--- config.mk ---
export PLATFORM = sky130hd
export DESIGN_NAME = nasti_write_arbiter
export DESIGN_NICKNAME = d
export VERILOG_FILES = /design/src/rtl/nasti_write_arbiter.sv
export SDC_FILE = /design/constraint.sdc
export NUM_CORES = 1
export LEC_CHECK = 0
export BUFFER_PORTS_ARGS = -buffer_cell sky130_fd_sc_hd__buf_2
export CORE_AREA = 3 3 69 71
export DETAILED_ROUTE_END_ITERATION = 8
export DIE_AREA = 0 0 72 74
export GPL_ROUTABILITY_DRIVEN = 1
export PLACE_DENSITY = 0.83
export REMOVE_ABC_BUFFERS = 1
export SYNTH_ARGS = -nofsm -noshare
export SYNTH_HDL_FRONTEND = slang
export SYNTH_SLANG_ARGS = --single-unit
--- constraint.sdc ---
create_clock -name clk -period 1.86 [get_ports clk]
set_input_delay 0.186 -clock clk [delete_from_list [all_inputs] [get_ports clk]]
set_output_delay 0.186 -clock clk [all_outputs]
set_load 0.005 [all_outputs]
--- src/rtl/nasti_write_arbiter.sv ---
// Round-robin arbiter sharing one NASTI write port (AW/W/B) between NM masters.
// The grant covers one AW beat plus its W burst; B responses route back by the ID prefix.
module nasti_write_arbiter #(
  parameter int NM         = 2,
  parameter int ID_WIDTH   = 1,
  parameter int ADDR_WIDTH = 8,
  parameter int DATA_WIDTH = 8,
  parameter int USER_WIDTH = 1,
  localparam int IW  = (NM > 1) ? $clog2(NM) : 1,
  localparam int SIW = ID_WIDTH + IW,
  localparam int AWP = ADDR_WIDTH + USER_WIDTH + 29,
  localparam int WP  = DATA_WIDTH + DATA_WIDTH / 8 + USER_WIDTH
) (
  input  logic                     clk,
  input  logic                     rst,
  input  logic [NM*ID_WIDTH-1:0]   m_aw_id,
  input  logic [NM*AWP-1:0]        m_aw_pld,
  input  logic [NM-1:0]            m_aw_valid,
  output logic [NM-1:0]            m_aw_ready,
  input  logic [NM*WP-1:0]         m_w_pld,
  input  logic [NM-1:0]            m_w_last,
  input  logic [NM-1:0]            m_w_valid,
  output logic [NM-1:0]            m_w_ready,
  output logic [NM*ID_WIDTH-1:0]   m_b_id,
  output logic [NM*2-1:0]          m_b_resp,
  output logic [NM*USER_WIDTH-1:0] m_b_user,
  output logic [NM-1:0]            m_b_valid,
  input  logic [NM-1:0]            m_b_ready,
  output logic [SIW-1:0]           s_aw_id,
  output logic [AWP-1:0]           s_aw_pld,
  output logic                     s_aw_valid,
  input  logic                     s_aw_ready,
  output logic [WP-1:0]            s_w_pld,
  output logic                     s_w_last,
  output logic                     s_w_valid,
  input  logic                     s_w_ready,
  input  logic [SIW-1:0]           s_b_id,
  input  logic [1:0]               s_b_resp,
  input  logic [USER_WIDTH-1:0]    s_b_user,
  input  logic                     s_b_valid,
  output logic                     s_b_ready
);

  typedef enum logic {IDLE = 1'b0, BUSY = 1'b1} state_t;

  state_t        state;
  logic [IW-1:0] grant;
  logic [IW-1:0] ptr;
  logic [IW-1:0] next_grant;
  logic          aw_done;
  logic          w_done;
  logic          busy;
  logic          aw_hs;
  logic          w_last_hs;
  logic          aw_fin;
  logic          w_fin;
  logic [IW-1:0] b_idx;
  logic          b_in_range;

  function automatic logic [IW-1:0] rr_idx(input logic [IW-1:0] p, input int k);
    return IW'((int'(p) + k) % NM);
  endfunction

  // Round-robin pick: scan from farthest to nearest so ptr+1 ends up with top priority
  always_comb begin
    next_grant = grant;
    for (int k = NM; k >= 1; k--) begin
      next_grant = m_aw_valid[rr_idx(ptr, k)] ? rr_idx(ptr, k) : next_grant;
    end
  end

  assign busy      = (state == BUSY);
  assign aw_hs     = busy & m_aw_valid[grant] & ~aw_done & s_aw_ready;
  assign w_last_hs = busy & m_w_valid[grant] & m_w_last[grant] & ~w_done & s_w_ready;
  assign aw_fin    = aw_done | aw_hs;
  assign w_fin     = w_done | w_last_hs;

  // Route the granted master's AW/W to the slave and return readies to it alone
  always_comb begin
    s_aw_id    = {grant, m_aw_id[int'(grant)*ID_WIDTH +: ID_WIDTH]};
    s_aw_pld   = m_aw_pld[int'(grant)*AWP +: AWP];
    s_aw_valid = busy & m_aw_valid[grant] & ~aw_done;
    s_w_pld    = m_w_pld[int'(grant)*WP +: WP];
    s_w_last   = m_w_last[grant];
    s_w_valid  = busy & m_w_valid[grant] & ~w_done;
    m_aw_ready = '0;
    m_w_ready  = '0;
    if (busy) begin
      m_aw_ready[grant] = s_aw_ready & ~aw_done;
      m_w_ready[grant]  = s_w_ready & ~w_done;
    end else begin
      m_aw_ready = '0;
      m_w_ready  = '0;
    end
  end

  assign b_idx      = s_b_id[SIW-1:ID_WIDTH];
  assign b_in_range = (int'(b_idx) < NM);

  // Stateless B return; an out-of-range prefix is swallowed so the slave never stalls
  always_comb begin
    m_b_valid = '0;
    s_b_ready = 1'b1;
    if (b_in_range) begin
      m_b_valid[b_idx] = s_b_valid;
      s_b_ready        = m_b_ready[b_idx];
    end else begin
      m_b_valid = '0;
      s_b_ready = 1'b1;
    end
  end

  assign m_b_id   = {NM{s_b_id[ID_WIDTH-1:0]}};
  assign m_b_resp = {NM{s_b_resp}};
  assign m_b_user = {NM{s_b_user}};

  // Grant FSM: hold the grant until both the AW beat and the last W beat have passed
  always_ff @(posedge clk or posedge rst) begin
    if (rst) begin
      state   <= IDLE;
      grant   <= '0;
      ptr     <= IW'(NM - 1);
      aw_done <= 1'b0;
      w_done  <= 1'b0;
    end else begin
      case (state)
        IDLE: begin
          if (|m_aw_valid) begin
            grant <= next_grant;
            state <= BUSY;
          end else begin
            state <= IDLE;
          end
        end
        BUSY: begin
          if (aw_fin && w_fin) begin
            state   <= IDLE;
            ptr     <= grant;
            aw_done <= 1'b0;
            w_done  <= 1'b0;
          end else begin
            aw_done <= aw_fin;
            w_done  <= w_fin;
          end
        end
        default: begin
          state   <= IDLE;
          aw_done <= 1'b0;
          w_done  <= 1'b0;
        end
      endcase
    end
  end

  b_id_in_range: assert property (@(posedge clk) disable iff (rst) s_b_valid |-> b_in_range);
  grant_stable:  assert property (@(posedge clk) disable iff (rst)
                                  (s_aw_valid || s_w_valid) |=> $stable(grant));

endmodule

==> flow_summary.json, run 1 <==
{
  "endpoint_kind": "output pin",
  "clock_path_buffers": 2,
  "worst_pin_slew_ns": 0.357,
  "layout-drive-gt1-share": 0.900,
  "synth.area.top_cells": "mux2_2 (58%), dfrtp_1 (9.9%), buf_4 (6.7%), buf_2 (3.0%), mux2_4 (3.0%)",
  "power.switching_mw": 0.754,
  "layout_commonest_cell": "buf_2",
  "p_int_mw": 1.22,
  "grt_first_pass_wirelength_um": 5670,
  "netlist_area_um2": 1010,
  "status": "completed",
  "cts_tree": "done",
  "setup_tns_ns": 0,
  "track_usage": 0.133,
  "place.gp.congestion": 0.735,
  "area_growth_pct": 88.8,
  "leakage_nw": 1.06,
  "multi_input_area_um2": 772,
  "power_frac_comb": 0.771,
  "path_max_fanout": 29,
  "yosysUniqueCellTypes": 21,
  "setup_viol": 0,
  "netlist_instances": 98,
  "remaining_drc_errors": 0,
  "yosysSeqAreaShare": 0.125,
  "cts_resized": 0,
  "clkPwrFrac": 0.102,
  "max_freq_ghz": 0.579,
  "seqCellArea_um2": 128,
  "final_nets": 378,
  "start_util": 0.235,
  "max-cap-violations": 0,
  "final_cell_mix": "buf_2 (171), mux2_2 (52)",
  "peakVddDrop_mv": 0.421,
  "rows": 24,
  "die_w_um": 72,
  "dp_hpwl_um": 3780,
  "die-area_um2": 5330,
  "ys_ff_latch": 5,
  "port-buffer-count": 171,
  "hold_viol": 0,
  "post-route-period-util": 0.928,
  "instances_no_fill": 313,
  "synth_area_per_cell_um2": 10.3,
  "fin_util": 0.443,
  "vias_per_cell": 4.34,
  "critPathRequiredTime_ns": 1.67,
  "critPathKind": "register to output pin",
  "drt_first_iter_violations": 21,
  "startpoint_type": "register",
  "yosysTopAreaCell": "mux2_2",
  "place_inst": 308,
  "cts_buffers": 3,
  "swShare": 0.383,
  "drv_slew": 0,
  "grt_pass1_vias": 1277,
  "p_total_mw": 1.97,
  "cts_max_level": 1,
  "wirelength_um": 4290,
  "diodes": 0,
  "cts_root_buf": "clkbuf_8",
  "postRouteAntennaNets": 0,
  "yosys.area.top_type_share": 0.581,
  "num_vias": 1357,
  "seq_power_share": 0.127,
  "post_cts_buffers": 0,
  "critPathArrivalTime_ns": 1.54,
  "yosysWarnings": 0,
  "antenna_found_initial": 0,
  "finalClockSkew_ns": 0.00403,
  "drt_pass1_iterations": 4,
  "io_pins": 184,
  "drt-wirelength-per-cell_um": 13.7,
  "rsz0062_at_grt": "false",
  "fillCellCount": 420,
  "grt_max_degree": 30,
  "powerDensity_nw_per_um2": 1040,
  "cts_sinks": 5,
  "hold_buffers": 1,
  "post-route-min-period_ns": 1.73,
  "clock_latency_ns": 0.22,
  "clk_pin_slew_ns": 0.04,
  "die_h_um": 74,
  "coreArea_um2": 4290,
  "grt-ovfl-total": 0,
  "worstHoldPathType": "input pin to register",
  "relSlewSlack": 0.762
}
-- logic make-up after synthesis --
kind of cell	Yosys count	share of synthesized area
AO/OA/AOI/OAI	4	0.0559
buffers and inverters	18	0.108
flip-flops	5	0.125
AND/OR/NAND/NOR	17	0.0994
multiplexers	54	0.611
-- metrics by stage --
| step | hold slack [ns] | instance area (um^2) | worst slack, ns |
|---|---|---|---|
| after global routing | 0.268 | 1900 | 0.0872 |
| after CTS | 0.258 | 1900 | 0.143 |
| after floorplan | -0.0362 | 910 | -0.697 |
| after global placement | 0.0850 | 1850 | 0.392 |
| final | 0.260 | 1900 | 0.134 |
| after detailed placement | 0.0916 | 1850 | 0.357 |
-- power by group through the flow --
stage / sequential, mW / combinational, mW / clock, mW
2_1_floorplan: 0.371 / 0.803 / 0
3_3_place_gp: 0.241 / 1.49 / 0
3_5_place_dp: 0.251 / 1.53 / 0
4_1_cts: 0.250 / 1.54 / 0.203
5_1_grt: 0.261 / 1.65 / 0.212
6_report: 0.251 / 1.52 / 0.201
-- cell type report --
type	count	area share
clock buffer	4	0.0237
inverter	3	0.00592
multi-input combinational	75	0.406
sequential	5	0.0671
tap	52	0.0342
timing repair buffer	174	0.463
-- cells in the mapped netlist --
cell type   n
a41oi_2     1
a32o_1      1
mux2_2     52
nor3_1      1
buf_4       9
mux2_4      2
inv_1       3
nand2_1     3
buf_2       6
dfstp_2     1
and2_1      3
nor4b_1     1
a31oi_4     1
dfrtp_1     4
nor2_1      2
and4b_1     1
nor2b_1     3
nor3b_1     1
and3_1      1
nor2_2      1
o2bb2ai_1   1
-- worst max-delay path, cell delays in order, from the launching register on --
cell and delay (ns):
dfrtp_2 0.44, buf_4 0.37, mux2_2 0.38, buf_2 0.13
-- sequential cells by signal, indices dropped and copies added (netlist names) --
register and flops:
ptr 1, w_done 1, grant 1, aw_done 1
busy 1
-- layer usage --
metal	part of all wire	vias up	global-route usage
met1	0.33	587	0.130
met5	0	-	0
li1	-	674	-
met4	0.0058	0	0.0334
met3	0.11	2	0.0324
met2	0.55	94	0.276
-- worst paths after layout --
path	from	to	slack (ns)	cells past startpoint
setup / recovery	grant	s_aw_pld[18]	0.13	3
min in group asynchronous	rst	aw_done	0.43	3
hold / removal	m_aw_valid[1]	busy	0.26	3
setup reg to reg	grant	ptr	0.35	4
hold reg to reg	w_done	w_done	0.51	1
max in group asynchronous	rst	ptr	1.19	3
No activity file was read; power rests on OpenSTA's default activity.
==> inputs of run 2 (changes only) <==
==> constraint.sdc (replaced) <==
create_clock -name clk -period 1.83 [get_ports clk]
set_input_delay 0.183 -clock clk [delete_from_list [all_inputs] [get_ports clk]]
set_output_delay 0.183 -clock clk [all_outputs]
set_load 0.005 [all_outputs]
==> run 2 against run 1 <==
  * Combinational power about the same
  * Clock skew shrank 0.0029 ns
  * Clock power barely moved
  * Design area stayed put
  * Die area unchanged
  * Critical endpoint unchanged
  * Via count grew 2.7%
  * Hold slack got worse by 0.028 ns
  * Non-clock buffer count did not move
  * Total power grew 1.1%
  * Core utilization stayed put
  * Largest power group unchanged
  * Critical path type unchanged
==> flow_summary.json, run 2 (synthesis gave the netlist of run 1 again) <==
{
  "startpoint_type": "register",
  "critPathKind": "register to output pin",
  "pre_cts_ws_ns": 0.330,
  "wirelength_um": 4210,
  "cts_root_buf": "clkbuf_8",
  "layout-drive-gt1-share": 0.900,
  "fillCellCount": 404,
  "place.gp.congestion": 0.749,
  "status": "completed",
  "critPathArrivalTime_ns": 1.54,
  "seq_power_share": 0.127,
  "rows": 24,
  "hold_buffers": 1,
  "multi_input_area_um2": 772,
  "drv_slew": 0,
  "r2r_cells": 4,
  "critPathRequiredTime_ns": 1.65,
  "clk_pin_slew_ns": 0.03,
  "crit-reg2reg-launch": "grant",
  "p_int_mw": 1.24,
  "dp_hpwl_um": 3760,
  "globalRoute.busiestLayer": "met2",
  "grt_pass1_vias": 1196,
  "grt_use_met1": 0.130,
  "post-route-period-util": 0.941,
  "grt_first_pass_wirelength_um": 5330,
  "swShare": 0.379,
  "seqCellArea_um2": 128,
  "post_cts_buffers": 0,
  "placed_area_um2": 1850,
  "clock_path_buffers": 2,
  "clock_latency_ns": 0.22,
  "clkPwrFrac": 0.101,
  "fin_ws_ns": 0.109,
  "finalClockSkew_ns": 0.00112,
  "endpoint_kind": "output pin",
  "crit_start": "grant",
  "worstHoldPathType": "input pin to register",
  "cts_sinks": 5,
  "hold_viol": 0,
  "layout_commonest_cell": "buf_2",
  "die_w_um": 72,
  "final_cell_mix": "buf_2 (171), mux2_2 (52)",
  "drt_first_iter_violations": 27,
  "power_frac_comb": 0.772,
  "hold_depth": 3,
  "grt-ovfl-total": 0,
  "stdcell_area_um2": 1900,
  "drt-wirelength-per-cell_um": 13.5,
  "leakage_nw": 1.06,
  "max-cap-violations": 0,
  "relSlewSlack": 0.772,
  "peakVddDrop_mv": 0.479,
  "start_util": 0.235,
  "coreArea_um2": 4290,
  "area_growth_pct": 88.8,
  "antenna_found_initial": 0,
  "gr-usage-met3": 0.0432,
  "num_vias": 1393,
  "cts_max_level": 1,
  "cts_tree": "done",
  "hold_start": "m_aw_valid[1]",
  "die_h_um": 74,
  "track_usage": 0.128,
  "drt_pass1_iterations": 4,
  "path_max_fanout": 29,
  "powerDensity_nw_per_um2": 1050,
  "die-area_um2": 5330,
  "port-buffer-count": 171,
  "max_freq_ghz": 0.581,
  "postRouteAntennaNets": 0,
  "grt_use_met2": 0.240,
  "setup_viol": 0,
  "grt_max_degree": 30,
  "io_pins": 184,
  "worst_pin_slew_ns": 0.342,
  "rsz0062_at_grt": "false",
  "diodes": 0,
  "remaining_drc_errors": 0,
  "cts_resized": 0,
  "final_nets": 378,
  "power.switching_mw": 0.755,
  "vias_per_cell": 4.45,
  "cts_buffers": 3,
  "post-route-min-period_ns": 1.72
}
## run 2: cell counts in the layout (fill, tap and decap cells not counted)
No cell type changed its count.
## run 2: metrics by stage
step | total power, mW | instances | TNS (ns) | hold WS [ns] | util
after CTS | 2.02 | 313 | 0 | 0.230 | 0.443
after floorplan | 1.19 | 83 | -15.57 | -0.0392 | -
after global placement | 1.76 | 308 | 0 | 0.0818 | 0.430
after global routing | 2.14 | 313 | 0 | 0.270 | 0.443
final | 1.99 | 313 | 0 | 0.232 | 0.443
after detailed placement | 1.81 | 308 | 0 | 0.0847 | 0.430
## run 2: layer usage
| layer | part of all wire | vias to the layer above | wire [um] |
|---|---|---|---|
| li1 | - | 675 | - |
| met1 | 0.32 | 606 | 1350 |
| met2 | 0.53 | 104 | 2240 |
| met3 | 0.13 | 8 | 546 |
| met4 | 0.016 | 0 | 67 |
| met5 | 0 | - | 0 |
## run 2: final timing paths
path	end	slack (ns)
min in group asynchronous	w_done	0.40
worst min-delay path	busy	0.23
worst min register to register	w_done	0.54
max in group asynchronous	ptr	1.19
worst max register to register	ptr	0.33
worst max-delay path	s_aw_pld[18]	0.11
## run 2: cell type report
type | instances | area share
flip-flops and latches | 5 | 0.0671
well taps | 52 | 0.0342
multi-input cells | 75 | 0.406
repair buffers | 174 | 0.463
clock buffers | 4 | 0.0237
inverters | 3 | 0.00592
## run 2: worst max-delay path: stages (launching register included)
cell and delay, ns:
dfrtp_2 0.44, buf_4 0.36, mux2_2 0.39, buf_2 0.13
## run 2: power by group through the flow
stage / Combinational [mW] / Clock [mW] / Sequential (mW)
2_1_floorplan: 0.816 / 0 / 0.377
3_3_place_gp: 1.52 / 0 / 0.245
3_5_place_dp: 1.55 / 0 / 0.253
4_1_cts: 1.56 / 0.207 / 0.252
5_1_grt: 1.66 / 0.214 / 0.263
6_report: 1.54 / 0.201 / 0.254
==> inputs of run 3 (changes only) <==
--- a/config.mk
+++ b/config.mk
@@ -11,7 +11,6 @@
 export DIE_AREA = 0 0 72 74
 export GPL_ROUTABILITY_DRIVEN = 1
 export PLACE_DENSITY = 0.83
-export REMOVE_ABC_BUFFERS = 1
 export SYNTH_ARGS = -nofsm -noshare
 export SYNTH_HDL_FRONTEND = slang
 export SYNTH_SLANG_ARGS = --single-unit
==> run 3 against run 2 <==
  * Sequential power shrank 3%
  * Count of clock-buffer cells in the layout unchanged
  * Global-route usage grew 1.6 points
  * Critical path type unchanged
  * Largest power group unchanged
==> flow_summary.json, run 3 (synthesis gave the netlist of run 1 again) <==
{
  "place.gp.congestion": 0.833,
  "finalClockSkew_ns": 0.00407,
  "peakVddDrop_mv": 0.403,
  "die_w_um": 72,
  "cts_sinks": 5,
  "critPathKind": "register to output pin",
  "post-route-period-util": 0.926,
  "critPathMaxStageDelay_ns": 0.41,
  "antenna_found_initial": 0,
  "grt_pass1_vias": 1276,
  "cp_num_buf_inv": 2,
  "clock_latency_ns": 0.22,
  "grt_max_degree": 30,
  "hold_buffers": 1,
  "final_cell_mix": "buf_2 (171), mux2_2 (52)",
  "wirelength_um": 4440,
  "area_growth_pct": 88.8,
  "seq_power_share": 0.122,
  "hold_start": "m_aw_valid[1]",
  "power_frac_comb": 0.775,
  "clk_pin_slew_ns": 0.03,
  "hold_viol": 0,
  "drt-wirelength-per-cell_um": 14.2,
  "post_cts_buffers": 0,
  "worstHoldPathType": "input pin to register",
  "port-buffer-count": 171,
  "diodes": 0,
  "hold_depth": 2,
  "critPathRequiredTime_ns": 1.65,
  "powerDensity_nw_per_um2": 1060,
  "cts_resized": 0,
  "r2r_cells": 4,
  "drt_pass1_iterations": 4,
  "swShare": 0.386,
  "reg2reg_to": "ptr",
  "p_total_mw": 2.01,
  "r2r_slack_ns": 0.37,
  "path_max_fanout": 29,
  "drv_slew": 0,
  "worst_pin_slew_ns": 0.346,
  "status": "completed",
  "coreArea_um2": 4290,
  "endpoint_kind": "output pin",
  "drt_first_iter_violations": 13,
  "crit-reg2reg-launch": "grant",
  "dp_hpwl_um": 3900,
  "cts_root_buf": "clkbuf_8",
  "crit_family": "buffers and inverters",
  "grt_first_pass_wirelength_um": 5980,
  "critPathArrivalTime_ns": 1.51,
  "postRouteAntennaNets": 0,
  "leakage_nw": 1.06,
  "synth_nets": 214,
  "min_to": "grant",
  "grt-ovfl-total": 0,
  "rsz0062_at_grt": "false",
  "die_h_um": 74,
  "relSlewSlack": 0.769,
  "startpoint_type": "register",
  "cpMaxStageDelayCell": "dfrtp_2",
  "start_util": 0.235,
  "remaining_drc_errors": 0,
  "cts_buffers": 3,
  "cts_max_level": 1,
  "cp.depth": 3,
  "post-route-min-period_ns": 1.70,
  "power.switching_mw": 0.777,
  "max_freq_ghz": 0.590,
  "die-area_um2": 5330,
  "final_nets": 378,
  "max-cap-violations": 0,
  "num_vias": 1357,
  "clock_path_buffers": 2,
  "vias_per_cell": 4.34,
  "io_pins": 184,
  "track_usage": 0.144,
  "path_cells": "buf_4 > mux2_2 > buf_2",
  "cts_tree": "done",
  "rows": 24,
  "layout_commonest_cell": "buf_2",
  "clkPwrFrac": 0.103,
  "p_int_mw": 1.24,
  "setup_viol": 0,
  "layout-drive-gt1-share": 0.900,
  "setup_tns_ns": 0
}
-- run 3: cell counts in the layout (fill, tap and decap cells not counted) --
No cell type changed its count.
-- run 3: worst max-delay path by stage --
| stage | startpoint | end | slack, ns |
|---|---|---|---|
| global route | grant | s_w_pld[1] | 0.06 |
| finish | grant | s_aw_pld[23] | 0.13 |
| detailed placement | grant | s_aw_pld[30] | 0.36 |
| CTS | grant | s_aw_pld[30] | 0.13 |
| floorplan | grant | ptr | 0.42 |
| global placement | grant | s_aw_pld[9] | 0.39 |
-- run 3: per-layer routing --
| layer | track usage | wire length (um) |
|---|---|---|
| met1 | 0.159 | 1550 |
| met2 | 0.277 | 2440 |
| met3 | 0.0419 | 426 |
| met4 | 0.0251 | 20 |
| met5 | 0 | 0 |
-- run 3: power groups by stage --
stage | logic, mW | registers [mW] | clock network [mW]
after global placement | 1.55 | 0.243 | 0
after detailed placement | 1.57 | 0.246 | 0
final | 1.56 | 0.246 | 0.207
after floorplan | 1.02 | 0.226 | 0
after global routing | 1.71 | 0.259 | 0.217
after CTS | 1.58 | 0.245 | 0.212
-- run 3: area by class of cell --
class                           count  area [um^2]
Multi-Input combinational cell     75          772
Inverter                            3         11.3
Sequential cell                     5          128
Tap cell                           52         65.1
Clock buffer                        4         45.0
Fill cell                         435         2390
Timing Repair Buffer              174          881
-- run 3: worst reg2reg max path: cells and delay by family (launching register included) --
kind             cells  cell delay (ns)
multiplexers         2             0.68
AND/OR/NAND/NOR      1             0.08
flip-flops           1             0.41
AO/OA/AOI/OAI        1             0.21
-- run 3: through the flow --
stage                     std cells  hold slack [ns]  worst slack (ns)  area [um^2]  utilization
after floorplan                  98          -0.0392             0.424         1010            -
after global placement          308           0.0897             0.395         1850        0.430
after detailed placement        308           0.0868             0.361         1850        0.430
after CTS                       313            0.255             0.127         1900        0.443
after global routing            313            0.275            0.0591         1900        0.443
final                           313            0.263             0.135         1900        0.443
